===== config.mk =====
export PLATFORM = sky130hd
export DESIGN_NAME = ir_scan_ctrl
export DESIGN_NICKNAME = d
export VERILOG_FILES = /design/src/rtl/ir_pkg.sv /design/src/rtl/ir_glitch_filt.sv /design/src/rtl/ir_scan_ctrl.sv
export SDC_FILE = /design/constraint.sdc
export NUM_CORES = 1
export LEC_CHECK = 0
export ABC_AREA = 1
export ABC_CLOCK_PERIOD_IN_PS = 1450
export BUFFER_PORTS_ARGS = -buffer_cell sky130_fd_sc_hd__buf_2
export CORE_MARGIN = 5
export CORE_UTILIZATION = 50
export DETAILED_ROUTE_END_ITERATION = 7
export GPL_TIMING_DRIVEN = 0
export HOLD_SLACK_MARGIN = 0.05
export PLACE_DENSITY = 0.72
export SLEW_MARGIN = 10
export SYNTH_ARGS = -nofsm -noshare
export SYNTH_HDL_FRONTEND = slang
export SYNTH_SLANG_ARGS = --single-unit

===== constraint.sdc =====
create_clock -name clk -period 1.45 [get_ports clk]
set_clock_uncertainty 0.2 [all_clocks]
set_input_delay 0 -clock clk [delete_from_list [all_inputs] [get_ports clk]]
set_output_delay 0 -clock clk [all_outputs]
set_load 0.005 [all_outputs]

===== src/rtl/ir_pkg.sv =====
// ---------------------------------------------------------------------------
// ir_pkg
// Shared types and default configuration for the IR scan sequencer.
//   ir_state_t   : scan FSM states (idle, emitter settle, sample, emitter off)
//   IR_*_DFLT    : default scan period, settle time and filter depth
// ---------------------------------------------------------------------------
package ir_pkg;

    typedef enum logic [1:0] {
        ST_IDLE,
        ST_SETTLE,
        ST_SAMPLE,
        ST_OFF
    } ir_state_t;

    localparam int unsigned IR_PERIOD_DFLT = 2048;
    localparam int unsigned IR_SETTLE_DFLT = 256;
    localparam int unsigned IR_FILT_N_DFLT = 3;

endpackage


===== src/rtl/ir_glitch_filt.sv =====
// ---------------------------------------------------------------------------
// ir_glitch_filt
// One IR channel: 2-flop synchronizer on the raw active-low input, inversion
// to active-high, optional N-in-a-row acceptance filter, and the accepted
// level register.
// Optional feature macro: IR_GLITCH_FILT_EN (adds the FILT_N history filter).
// Ports:
//   clk, rst_n : clock, asynchronous active-low reset
//   raw_n      : raw asynchronous active-low sensor input
//   smpl       : capture strobe (one cycle, from the scan FSM)
//   clr        : clears accepted level and history (scanning disabled)
//   level      : accepted active-high level (registered)
//   level_nxt  : level that will be accepted if smpl is high this cycle
// ---------------------------------------------------------------------------
module ir_glitch_filt
    import ir_pkg::*;
`ifdef IR_GLITCH_FILT_EN
#(
    parameter int unsigned FILT_N = IR_FILT_N_DFLT
)
`endif
(
    input  logic clk,
    input  logic rst_n,
    input  logic raw_n,
    input  logic smpl,
    input  logic clr,
    output logic level,
    output logic level_nxt
);

    // Synchronizer resets to the inactive (high) pin level.
    logic [1:0] sync_n;
    logic       synced;

    always_ff @(posedge clk or negedge rst_n) begin
        if (!rst_n) begin
            sync_n <= '1;
        end else begin
            sync_n <= {sync_n[0], raw_n};
        end
    end

    assign synced = ~sync_n[1];

`ifdef IR_GLITCH_FILT_EN
    if (FILT_N < 2) begin : g_no_hist
        assign level_nxt = synced;
    end else begin : g_hist
        // The window is the stored FILT_N-1 previous samples plus the current
        // one; a level is accepted only when the whole window agrees.
        logic [FILT_N-2:0] hist;
        logic [FILT_N-1:0] window;

        assign window = {hist, synced};

        always_comb begin
            level_nxt = level;
            if (&window) begin
                level_nxt = 1'b1;
            end else if (~|window) begin
                level_nxt = 1'b0;
            end
        end

        always_ff @(posedge clk or negedge rst_n) begin
            if (!rst_n) begin
                hist <= '0;
            end else if (clr) begin
                hist <= '0;
            end else if (smpl) begin
                hist <= window[FILT_N-2:0];
            end
        end
    end
`else
    assign level_nxt = synced;
`endif

    always_ff @(posedge clk or negedge rst_n) begin
        if (!rst_n) begin
            level <= 1'b0;
        end else if (clr) begin
            level <= 1'b0;
        end else if (smpl) begin
            level <= level_nxt;
        end
    end

endmodule


===== src/rtl/ir_scan_ctrl.sv =====
// ---------------------------------------------------------------------------
// ir_scan_ctrl
// Duty-cycles the IR emitter, samples the three IR sensors after a settle
// time, and presents qualified levels, a center-line rise pulse and a
// saturating crossing count.
// Optional feature macro: IR_GLITCH_FILT_EN (FILT_N-sample acceptance filter).
// Ports:
//   clk, rst_n        : clock, asynchronous active-low reset
//   en                : scanning enabled
//   clr_cnt           : synchronous clear of line_cnt
//   lftIR_n/cntrIR_n/rghtIR_n : raw active-low sensor inputs
//   IR_en             : emitter enable
//   lftIR/cntrIR/rghtIR : qualified active-high levels
//   smpl_vld          : one-cycle pulse when levels update
//   cntr_rise         : one-cycle pulse on accepted 0->1 of cntrIR
//   line_cnt          : center-line crossings, saturates at 15
// ---------------------------------------------------------------------------
module ir_scan_ctrl
    import ir_pkg::*;
#(
    parameter int unsigned PERIOD = IR_PERIOD_DFLT,
    parameter int unsigned SETTLE = IR_SETTLE_DFLT,
    parameter int unsigned FILT_N = IR_FILT_N_DFLT
)(
    input  logic       clk,
    input  logic       rst_n,
    input  logic       en,
    input  logic       clr_cnt,
    input  logic       lftIR_n,
    input  logic       cntrIR_n,
    input  logic       rghtIR_n,
    output logic       IR_en,
    output logic       lftIR,
    output logic       cntrIR,
    output logic       rghtIR,
    output logic       smpl_vld,
    output logic       cntr_rise,
    output logic [3:0] line_cnt
);

    localparam int unsigned     CW          = $clog2(PERIOD);
    localparam logic [CW-1:0]   SETTLE_LAST = CW'(SETTLE - 1);
    localparam logic [CW-1:0]   OFF_LAST    = CW'(PERIOD - SETTLE - 2);

    ir_state_t     state, state_nxt;
    logic [CW-1:0] cnt, cnt_nxt;
    logic          smpl;
    logic          rise;
    logic [2:0]    raw_n;
    logic [2:0]    lvl;
    logic [2:0]    lvl_nxt;

    // Counter reloads to 0 on every state change and holds in IDLE/SAMPLE.
    always_comb begin
        state_nxt = state;
        cnt_nxt   = '0;
        if (!en) begin
            state_nxt = ST_IDLE;
        end else begin
            unique case (state)
                ST_IDLE:   state_nxt = ST_SETTLE;
                ST_SETTLE: begin
                    if (cnt == SETTLE_LAST) begin
                        state_nxt = ST_SAMPLE;
                    end else begin
                        cnt_nxt = cnt + CW'(1);
                    end
                end
                ST_SAMPLE: state_nxt = ST_OFF;
                ST_OFF: begin
                    if (cnt == OFF_LAST) begin
                        state_nxt = ST_SETTLE;
                    end else begin
                        cnt_nxt = cnt + CW'(1);
                    end
                end
                default:   state_nxt = ST_IDLE;
            endcase
        end
    end

    // A capture only happens if en is still high at the SAMPLE edge.
    assign smpl = en && (state == ST_SAMPLE);
    assign rise = smpl && lvl_nxt[1] && !lvl[1];

    always_ff @(posedge clk or negedge rst_n) begin
        if (!rst_n) begin
            state     <= ST_IDLE;
            cnt       <= '0;
            IR_en     <= 1'b0;
            smpl_vld  <= 1'b0;
            cntr_rise <= 1'b0;
        end else begin
            state     <= state_nxt;
            cnt       <= cnt_nxt;
            // Registered from next state so the emitter pin is glitch-free.
            IR_en     <= (state_nxt == ST_SETTLE) || (state_nxt == ST_SAMPLE);
            smpl_vld  <= smpl;
            cntr_rise <= rise;
        end
    end

    always_ff @(posedge clk or negedge rst_n) begin
        if (!rst_n) begin
            line_cnt <= '0;
        end else if (clr_cnt) begin
            line_cnt <= rise ? 4'd1 : 4'd0;
        end else if (rise && (line_cnt != 4'hF)) begin
            line_cnt <= line_cnt + 4'd1;
        end
    end

    assign raw_n = {lftIR_n, cntrIR_n, rghtIR_n};

    for (genvar i = 0; i < 3; i++) begin : g_ch
`ifdef IR_GLITCH_FILT_EN
        ir_glitch_filt #(.FILT_N(FILT_N)) u_filt (
`else
        ir_glitch_filt u_filt (
`endif
            .clk       (clk),
            .rst_n     (rst_n),
            .raw_n     (raw_n[i]),
            .smpl      (smpl),
            .clr       (!en),
            .level     (lvl[i]),
            .level_nxt (lvl_nxt[i])
        );
    end

`ifndef IR_GLITCH_FILT_EN
    // FILT_N has no effect without the filter; kept in the parameter list so
    // both builds share one interface.
    if (FILT_N == 0) begin : g_filt_n_unused
    end
`endif

    assign {lftIR, cntrIR, rghtIR} = lvl;

endmodule


==> impl_metrics.tcl, run 1 <==
set metrics [dict create \
    outcome "finished, violations left" \
    violations "negative setup slack" \
    n_fill_cell 180 \
    multiInputGateArea_um2 576.8 \
    syn_to_final_growth_pct 38.53 \
    io_pins 17 \
    layout-drive-gt1-share_pct 41.11 \
    vias_per_cell 5.005 \
    r2r_cells 10 \
    final_core_util_pct 72.27 \
    min_path_cells 2 \
    crit_type "reg2reg" \
    cts_sinks 29 \
    antenna_found_initial 0 \
    start_util_pct 52.17 \
    gp_congestion 0.7559 \
    cts_htree_levels 2 \
    swShare_pct 20.11 \
    start_kind "register" \
    reg2reg_slack_ns -0.16 \
    first_global_vias 1090 \
    finalInstanceArea_um2 1790 \
    clock.fmax_mhz 620.4 \
    first_pass_iters 4 \
    tns_ns -1.685 \
    antenna_left 0 \
    grt_pass1_wl_um 4685 \
    setup_ws_ns -0.1619 \
    grt_usage_pct 17.60 \
    path_max_fanout 5 \
    clkSlewWorstSetupHoldPaths_ns 0.10 \
    pwr-share-clk_pct 47.2 \
    syn-instance-count 135 \
    grt_max_degree 30 \
    cts_buffer_depth 2 \
    p_int_mw 1.403 \
    die_area_um2 3702 \
    grt.overflow.total 0 \
    port_buffers 16 \
    final_max_slew_viol_count 0 \
    drv_cap 0 \
    place_area_um2 1418 \
    peakVddDrop_mv 0.9128 \
    hold_viol_final 0 \
    core-area_um2 2477 \
    worstPathArrival_ns 1.63 \
    synthesis.area_um2 1292 \
    syn_avg_cell_area_um2 9.574 \
    cp.required_ns 1.46 \
    drt-total-wl_um 2848 \
    setup_viol 13 \
    power_density_nw_per_um2 980.6 \
    dpl.hpwl_um 1555 \
    finalPower_mw 1.756 \
    synth-warning-count 0 \
    seqCellArea_um2 737.0 \
    fin_crit_ns 1.612 \
    via_count 1051 \
    clock_latency_ns 0.32 \
    routedWlPerCell_um 13.56 \
    cts_buffers 5 \
    p_sw_mw 0.3530 \
    die_h_um 60.84 \
    diodes 0 \
    drtIter0Drc 58 \
    layout_common_cells "nand2_1 (28), dfrtp_1 (20), buf_2 (15)" \
    drc 0 \
    row_count 18 \
    rsz0062_at_grt "yes" \
    clock-root-buffer "clkbuf_4" \
    ys_ff_latch 29 \
    min_period_over_period_pct 111.2 \
    crit_path_end_kind "register" \
    leakagePower_nw 0.8405 \
    seqPwrFrac_pct 47.7 \
    synth-seq-area-share_pct 56.73 \
    die_x_um 60.84 \
    cts_tree "yes" \
    final_common_cell "nand2_1" \
    slew_headroom_pct 72.14 \
    tightest_slew_ns 0.4151 \
    syn_nets 145 \
    hold-worst-slack_ns 0.1118 \
    synth_cell_type_count 21 \
    nets 189 \
    combPwrFrac_pct 5.1 \
    hp-class "in2reg" \
]
==> power by group through the flow <==
| stage | Combinational [mW] | Sequential [mW] | Clock (mW) |
|---|---|---|---|
| 6_report | 0.0897 | 0.838 | 0.828 |
| 5_1_grt | 0.101 | 0.841 | 0.872 |
| 4_1_cts | 0.0777 | 0.837 | 0.846 |
| 3_5_place_dp | 0.0533 | 0.852 | 0 |
| 3_3_place_gp | 0.0517 | 0.851 | 0 |
| 2_1_floorplan | 0.0211 | 0.851 | 0 |
==> cell type report <==
cell class / instances / share of cell area [%]
Clock buffer: 5 / 2.096
Timing Repair Buffer: 37 / 14.81
Clock inverter: 3 / 3.634
Inverter: 16 / 3.354
Tap cell: 30 / 2.096
Multi-Input combinational cell: 89 / 32.22
Sequential cell: 29 / 41.16
Buffer: 1 / 0.6289
==> cell families after synthesis <==
kind of cell,count (synthesis),synth area share [%]
AOI/OAI and AO/OA,6,2.807
xor gates and xnor gates,9,6.099
adders and majority gates,3,2.904
buffers and inverters,17,5.518
DFF,29,56.73
and+or+nand+nor,71,25.94
==> metal layers <==
| metal | part of all wire [%] | global-route usage, % | wire length (um) | up-vias |
|---|---|---|---|---|
| met5 | 0 | 0 | 0 | - |
| met4 | 1.8 | 8.978 | 51 | 0 |
| met3 | 3.0 | 4.894 | 85 | 8 |
| met2 | 53 | 30.53 | 1516 | 21 |
| met1 | 42 | 19.62 | 1194 | 500 |
| li1 | - | - | - | 522 |
==> worst max-delay path, stage by stage, from the launching register on <==
cell and delay [ns]:
dfrtp_1 0.44, inv_1 0.08, ha_2 0.17, inv_2 0.03, nor2_2 0.08, nand3_2 0.09, nand2_2 0.09, nand2_2 0.07
nand2_4 0.08, buf_6 0.14, nor2_2 0.04
==> synth_stat cells <==
library cell	count	area (um2)
nor2_1	18	67.56
o21ai_0	1	5.000
xnor2_1	2	17.52
dfrtp_1	23	575.6
buf_6	1	11.26
nand4_1	4	25.02
xor2_1	7	61.31
a21oi_1	1	5.000
nand3_2	1	10.01
dfstp_2	6	157.7
nand2_1	31	116.4
nor3_4	1	16.27
o22ai_1	3	18.77
o211ai_1	1	7.510
nand2_2	1	6.260
nor3_1	2	10.01
nand3_4	1	17.52
nand3_1	11	55.05
nor2_4	1	11.26
inv_1	16	60.06
ha_1	3	37.54
==> state kept, by name (all words and copies together) (netlist names) <==
name                cells
line_cnt                4
IR_en                   1
cnt                    11
g_ch.u_filt.sync_n      6
smpl_vld                1
state                   2
cntr_rise               1
g_ch.u_filt.level       3
==> through the flow <==
step | instances | setup slack [ns]
final | 210 | -0.1619
after global routing | 210 | -0.2377
after floorplan | 135 | -0.01128
after CTS | 206 | -0.1365
after detailed placement | 181 | -0.1630
after global placement | 181 | -0.1293
==> path summary, 6_finish.rpt <==
check | startpoint | endpoint
max in group asynchronous | rst_n | g_ch[0].u_filt.sync_n[1]
max reg2reg | cnt[0] | cnt[8]
min in group asynchronous | rst_n | cnt[6]
min reg2reg | g_ch[2].u_filt.sync_n[0] | g_ch[2].u_filt.sync_n[1]
min | lftIR_n | g_ch[2].u_filt.sync_n[0]
max | cnt[0] | cnt[8]
==> timing repair <==
action / 4_1_cts / 5_1_grt
resized for setup: 9 / 22
pin swaps: 5 / 4
endpoints found under the hold margin: 55 / 0
hold buffers: 7 / 0
gates cloned: 1 / 0
endpoints found under the setup margin: 19 / 43
setup buffers: 9 / 5
Note: power is estimated with default switching activity, not from simulation.
==> inputs of run 2 (changes only) <==
Settings changed: ABC_CLOCK_PERIOD_IN_PS 1450 to 1400, CORE_MARGIN 5 to 4, PLACE_DENSITY 0.72 to 0.84.
Clock period 1.45 ns to 1.4 ns, I/O delays scaled along.
==> impl_metrics.tcl, run 2 (same netlist as run 1, synthesis figures left out) <==
set metrics [dict create \
    crit_chain "inv_1 -> ha_2 -> inv_2 -> nor2_4 -> nand3_2 -> nand2_2 -> nand2_2 -> nand2_4 -> buf_6 -> nor2_1" \
    via_count 1060 \
    stdcell_count 210 \
    final_max_slew_viol_count 0 \
    antenna_found_initial 0 \
    die_h_um 58.84 \
    violations "negative setup slack" \
    tns_ns -2.909 \
    dpl.hpwl_um 1624 \
    core-area_um2 2477 \
    cp.depth 10 \
    tightest_slew_ns 0.6196 \
    path_buf_inv 3 \
    io_pins 17 \
    hold-worst-slack_ns 0.01042 \
    cts_buffer_depth 2 \
    worstPathArrival_ns 1.68 \
    drt-total-wl_um 2824 \
    drc 0 \
    cp_top_family "simple AND/OR/NAND/NOR gates" \
    min_period_over_period_pct 118.5 \
    clkSlewWorstSetupHoldPaths_ns 0.10 \
    first_pass_iters 4 \
    cp_slowest_stage_delay_ns 0.43 \
    reg2reg_slack_ns -0.26 \
    drv_cap 0 \
    hp-class "in2async" \
    start_util_pct 52.17 \
    path_common_cell "nand2_2" \
    crit_type "reg2reg" \
    die_x_um 58.84 \
    grt_usage_pct 17.64 \
    antenna_left 0 \
    postCtsHoldBufs 6 \
    grt_pass1_wl_um 4457 \
    start_kind "register" \
    cts_sinks 29 \
    nets 189 \
    cts_buffers 5 \
    cts_tree "yes" \
    grt.overflow.total 0 \
    rsz0062_at_grt "yes" \
    top_regs "cnt: 11 flops, g_ch.u_filt.sync_n: 6 flops, line_cnt: 4 flops" \
    path_max_fanout 5 \
    clock_latency_ns 0.33 \
    n_fill_cell 174 \
    pre_cts_slack_ns -0.2238 \
    setup_ws_ns -0.2585 \
    crit_path_end_kind "register" \
    cp.required_ns 1.42 \
    clock.fmax_mhz 602.9 \
    drtIter0Drc 43 \
    leakagePower_nw 0.8293 \
    diodes 0 \
    regMostFlops "cnt" \
    cts_htree_levels 2 \
    power_density_nw_per_um2 950.9 \
    outcome "finished, violations left" \
    final_common_cell "nand2_1" \
    syn_to_final_growth_pct 36.59 \
    port_buffers 16 \
    largest_reg_flops 11 \
    slew_headroom_pct 58.69 \
    row_count 18 \
    cp_slowest_cell "dfrtp_1" \
    vias_per_cell 5.048 \
    gp_congestion 0.7696 \
    hold_viol_final 0 \
    setup_viol 15 \
    routedWlPerCell_um 13.45 \
    layout_common_cells "nand2_1 (28), dfrtp_1 (21), buf_2 (16)" \
    first_global_vias 1034 \
    layout-drive-gt1-share_pct 37.78 \
    r2r_cells 10 \
    dp.cells 181 \
    peakVddDrop_mv 1.005 \
    grt_max_degree 30 \
    fin_crit_ns 1.659 \
    clock-root-buffer "clkbuf_4" \
    die_area_um2 3462 \
]
==> run 2: cell types whose count changed in the layout (fill, tap and decap cells not counted), sizes merged <==
cell / previous run / this run
dlygate4sd3: 7 / 6
clkinv: 1 / 0
bufinv: 2 / 1
clkinvlp: 0 / 1
buf: 30 / 32
==> run 2: path summary, 6_finish.rpt <==
path	startpoint	end
max	cnt[0]	cnt[2]
min	rst_n	cnt[5]
max reg2reg	cnt[0]	cnt[2]
min reg2reg	g_ch[1].u_filt.sync_n[0]	g_ch[1].u_filt.sync_n[1]
max in group asynchronous	rst_n	state[1]
min in group clk	lftIR_n	g_ch[2].u_filt.sync_n[0]
==> run 2: routing by layer <==
layer,up-vias,share of wire [%],track usage (%)
met5,-,0,0
met2,23,53,30.28
li1,515,-,-
met1,518,41,20.34
met3,4,4.7,6.140
met4,0,0.81,6.149
==> run 2: where the power goes <==
part	total, mW	internal (mW)	switching [mW]	leakage [nW]
clock	0.726	0.424	0.302	0.0445
combinational	0.0855	0.0378	0.0477	0.409
sequential	0.867	0.858	0.00852	0.375
total	1.68	1.32	0.358	0.829
==> run 2: what timing repair did <==
action / 4_1_cts / 5_1_grt
gates cloned: 1 / 0
setup buffers: 8 / 6
setup endpoints to repair: 19 / 21
pin swaps: 2 / 6
resized for setup: 12 / 13
hold endpoints to repair: 55 / 1
==> run 2: area by class of cell <==
cell class	instances	area [um2]	area share [%]
plain buffers	1	11.26	0.6378
clock buffers	6	51.30	2.906
clock inverters	2	37.54	2.126
inverters	16	62.56	3.544
multi-input cells	89	565.5	32.03
flip-flops and latches	29	735.7	41.67
well taps	30	37.54	2.126
repair buffers	37	264.0	14.95
==> run 2: metrics by stage <==
stage / instance area [um2] / total power, mW / util [%]
3_5_place_dp: 1418 / 0.9380 / 57.22
6_report: 1765 / 1.679 / 71.26
5_1_grt: 1765 / 1.742 / 71.26
3_3_place_gp: 1418 / 0.9340 / 57.22
4_1_cts: 1662 / 1.689 / 67.07
2_1_floorplan: 1300 / 0.9031 / -
==> inputs of run 3 (changes only) <==
Settings changed: BUFFER_PORTS_ARGS -buffer_cell sky130_fd_sc_hd__buf_2 to unset, CELL_PAD_IN_SITES_DETAIL_PLACEMENT set to 0, CELL_PAD_IN_SITES_GLOBAL_PLACEMENT set to 1, CORE_UTILIZATION 50 to 42, DONT_BUFFER_PORTS set to 1, PLACE_DENSITY 0.84 to 0.83, TNS_END_PERCENT set to 10.
==> impl_metrics.tcl, run 3 (same netlist as run 1, synthesis figures left out) <==
set metrics [dict create \
    path_common_cell "nand2_2" \
    top_regs "cnt: 11 flops, g_ch.u_filt.sync_n: 6 flops, line_cnt: 4 flops" \
    largest_reg_flops 11 \
    tns_ns -2.040 \
    syn_to_final_growth_pct 29.33 \
    rsz0062_at_grt "yes" \
    stdcell_count 196 \
    final_max_slew_viol_count 0 \
    dpl.hpwl_um 1575 \
    drc 0 \
    drt-total-wl_um 2639 \
    slew_headroom_pct 76.84 \
    final_common_cell "nand2_1" \
    cts_buffer_depth 2 \
    io_pins 17 \
    min_period_over_period_pct 113.6 \
    crit_chain "ha_2 -> nand3_4 -> inv_2 -> nand3_2 -> nand2_2 -> nand2_2 -> nand2_4 -> buf_6 -> nor2_1" \
    core-area_um2 2853 \
    gp_congestion 0.7768 \
    grt_pass1_wl_um 4643 \
    cts_tree "yes" \
    first_pass_iters 4 \
    cp_slowest_cell "dfrtp_1" \
    path_max_fanout 5 \
    worstPathArrival_ns 1.60 \
    nets 174 \
    tightest_slew_ns 0.3451 \
    clkSlewWorstSetupHoldPaths_ns 0.10 \
    violations "negative setup slack" \
    grt_usage_pct 14.91 \
    drtIter0Drc 32 \
    fin_crit_ns 1.591 \
    clock_latency_ns 0.32 \
    finalInstanceArea_um2 1672 \
    grt_max_degree 30 \
    hold_viol_final 0 \
    first_global_vias 1032 \
    finalPower_mw 1.685 \
    drv_cap 0 \
    via_count 980 \
    dp.cells 166 \
    cts_buffers 5 \
    cp.required_ns 1.41 \
    vias_per_cell 5.000 \
    power_density_nw_per_um2 1008 \
    layout_common_cells "nand2_1 (27), dfrtp_1 (21), nor2_1 (17)" \
    crit_path_end_kind "register" \
    outcome "finished, violations left" \
    die_x_um 63.48 \
    cts_sinks 29 \
    peakVddDrop_mv 0.8107 \
    die_area_um2 4029 \
    hold-worst-slack_ns 0.1613 \
    leakagePower_nw 0.7614 \
    antenna_found_initial 0 \
    grt.overflow.total 0 \
    hp-class "reg2reg" \
    regMostFlops "cnt" \
    start_kind "register" \
    setup_ws_ns -0.1905 \
    cp_slowest_stage_delay_ns 0.40 \
    clock.fmax_mhz 628.7 \
    routedWlPerCell_um 13.46 \
    clock-root-buffer "clkbuf_4" \
    setup_viol 16 \
    cts_htree_levels 2 \
    diodes 0 \
    start_util_pct 45.31 \
    layout-drive-gt1-share_pct 27.27 \
    pre_cts_slack_ns -0.2161 \
    final_core_util_pct 58.60 \
    crit_type "reg2reg" \
    row_count 19 \
    die_h_um 63.48 \
    place_area_um2 1339 \
    antenna_left 0 \
    port_buffers 0 \
]
[run 3: cell type report]
type	instances	area, um2
Fill cell	233	1181
Inverter	16	60.06
Sequential cell	29	735.7
Tap cell	31	38.79
Buffer	1	11.26
Timing Repair Buffer	22	206.4
Clock buffer	6	51.30
Multi-Input combinational cell	89	530.5
Clock inverter	2	37.54
[run 3: final timing paths]
| check | startpoint | endpoint | slack (ns) | cells past startpoint |
|---|---|---|---|---|
| max reg2reg | cnt[0] | cnt[8] | -0.19 | 9 |
| max in group asynchronous | rst_n | g_ch[0].u_filt.sync_n[1] | 0.31 | 3 |
| max | cnt[0] | cnt[8] | -0.19 | 9 |
| min reg2reg | g_ch[2].u_filt.sync_n[0] | g_ch[2].u_filt.sync_n[1] | 0.16 | 0 |
| min in group asynchronous | rst_n | cnt[5] | 0.46 | 3 |
| min | g_ch[2].u_filt.sync_n[0] | g_ch[2].u_filt.sync_n[1] | 0.16 | 0 |
[run 3: power by group]
| group | switching [mW] | total (mW) | internal, mW |
|---|---|---|---|
| logic | 0.0460 | 0.0895 | 0.0435 |
| clock network | 0.305 | 0.729 | 0.424 |
| registers | 0.00850 | 0.867 | 0.858 |
[run 3: timing repair]
| item | CTS | global route |
|---|---|---|
| cloned | 1 | 0 |
| setup buffers | 8 | 2 |
| pin swaps | 6 | 2 |
| hold buffers | 11 | 0 |
| hold endpoints to repair | 55 | 0 |
| endpoints found under the setup margin | 18 | 21 |
| gates resized for setup | 12 | 3 |
[run 3: worst max-delay path: cells and delay by family (launching register included)]
| kind | cells | cell delay (ns) |
|---|---|---|
| adders and majority gates | 1 | 0.22 |
| buffers and inverters | 2 | 0.21 |
| DFF | 1 | 0.40 |
| and+or+nand+nor | 6 | 0.45 |
[run 3: layer usage]
layer	wire length, um	track usage, %	vias to the layer above
met1	1156	17.67	469
met3	113	4.973	5
li1	-	-	486
met5	0	0	-
met2	1330	24.51	20
met4	39	6.469	0
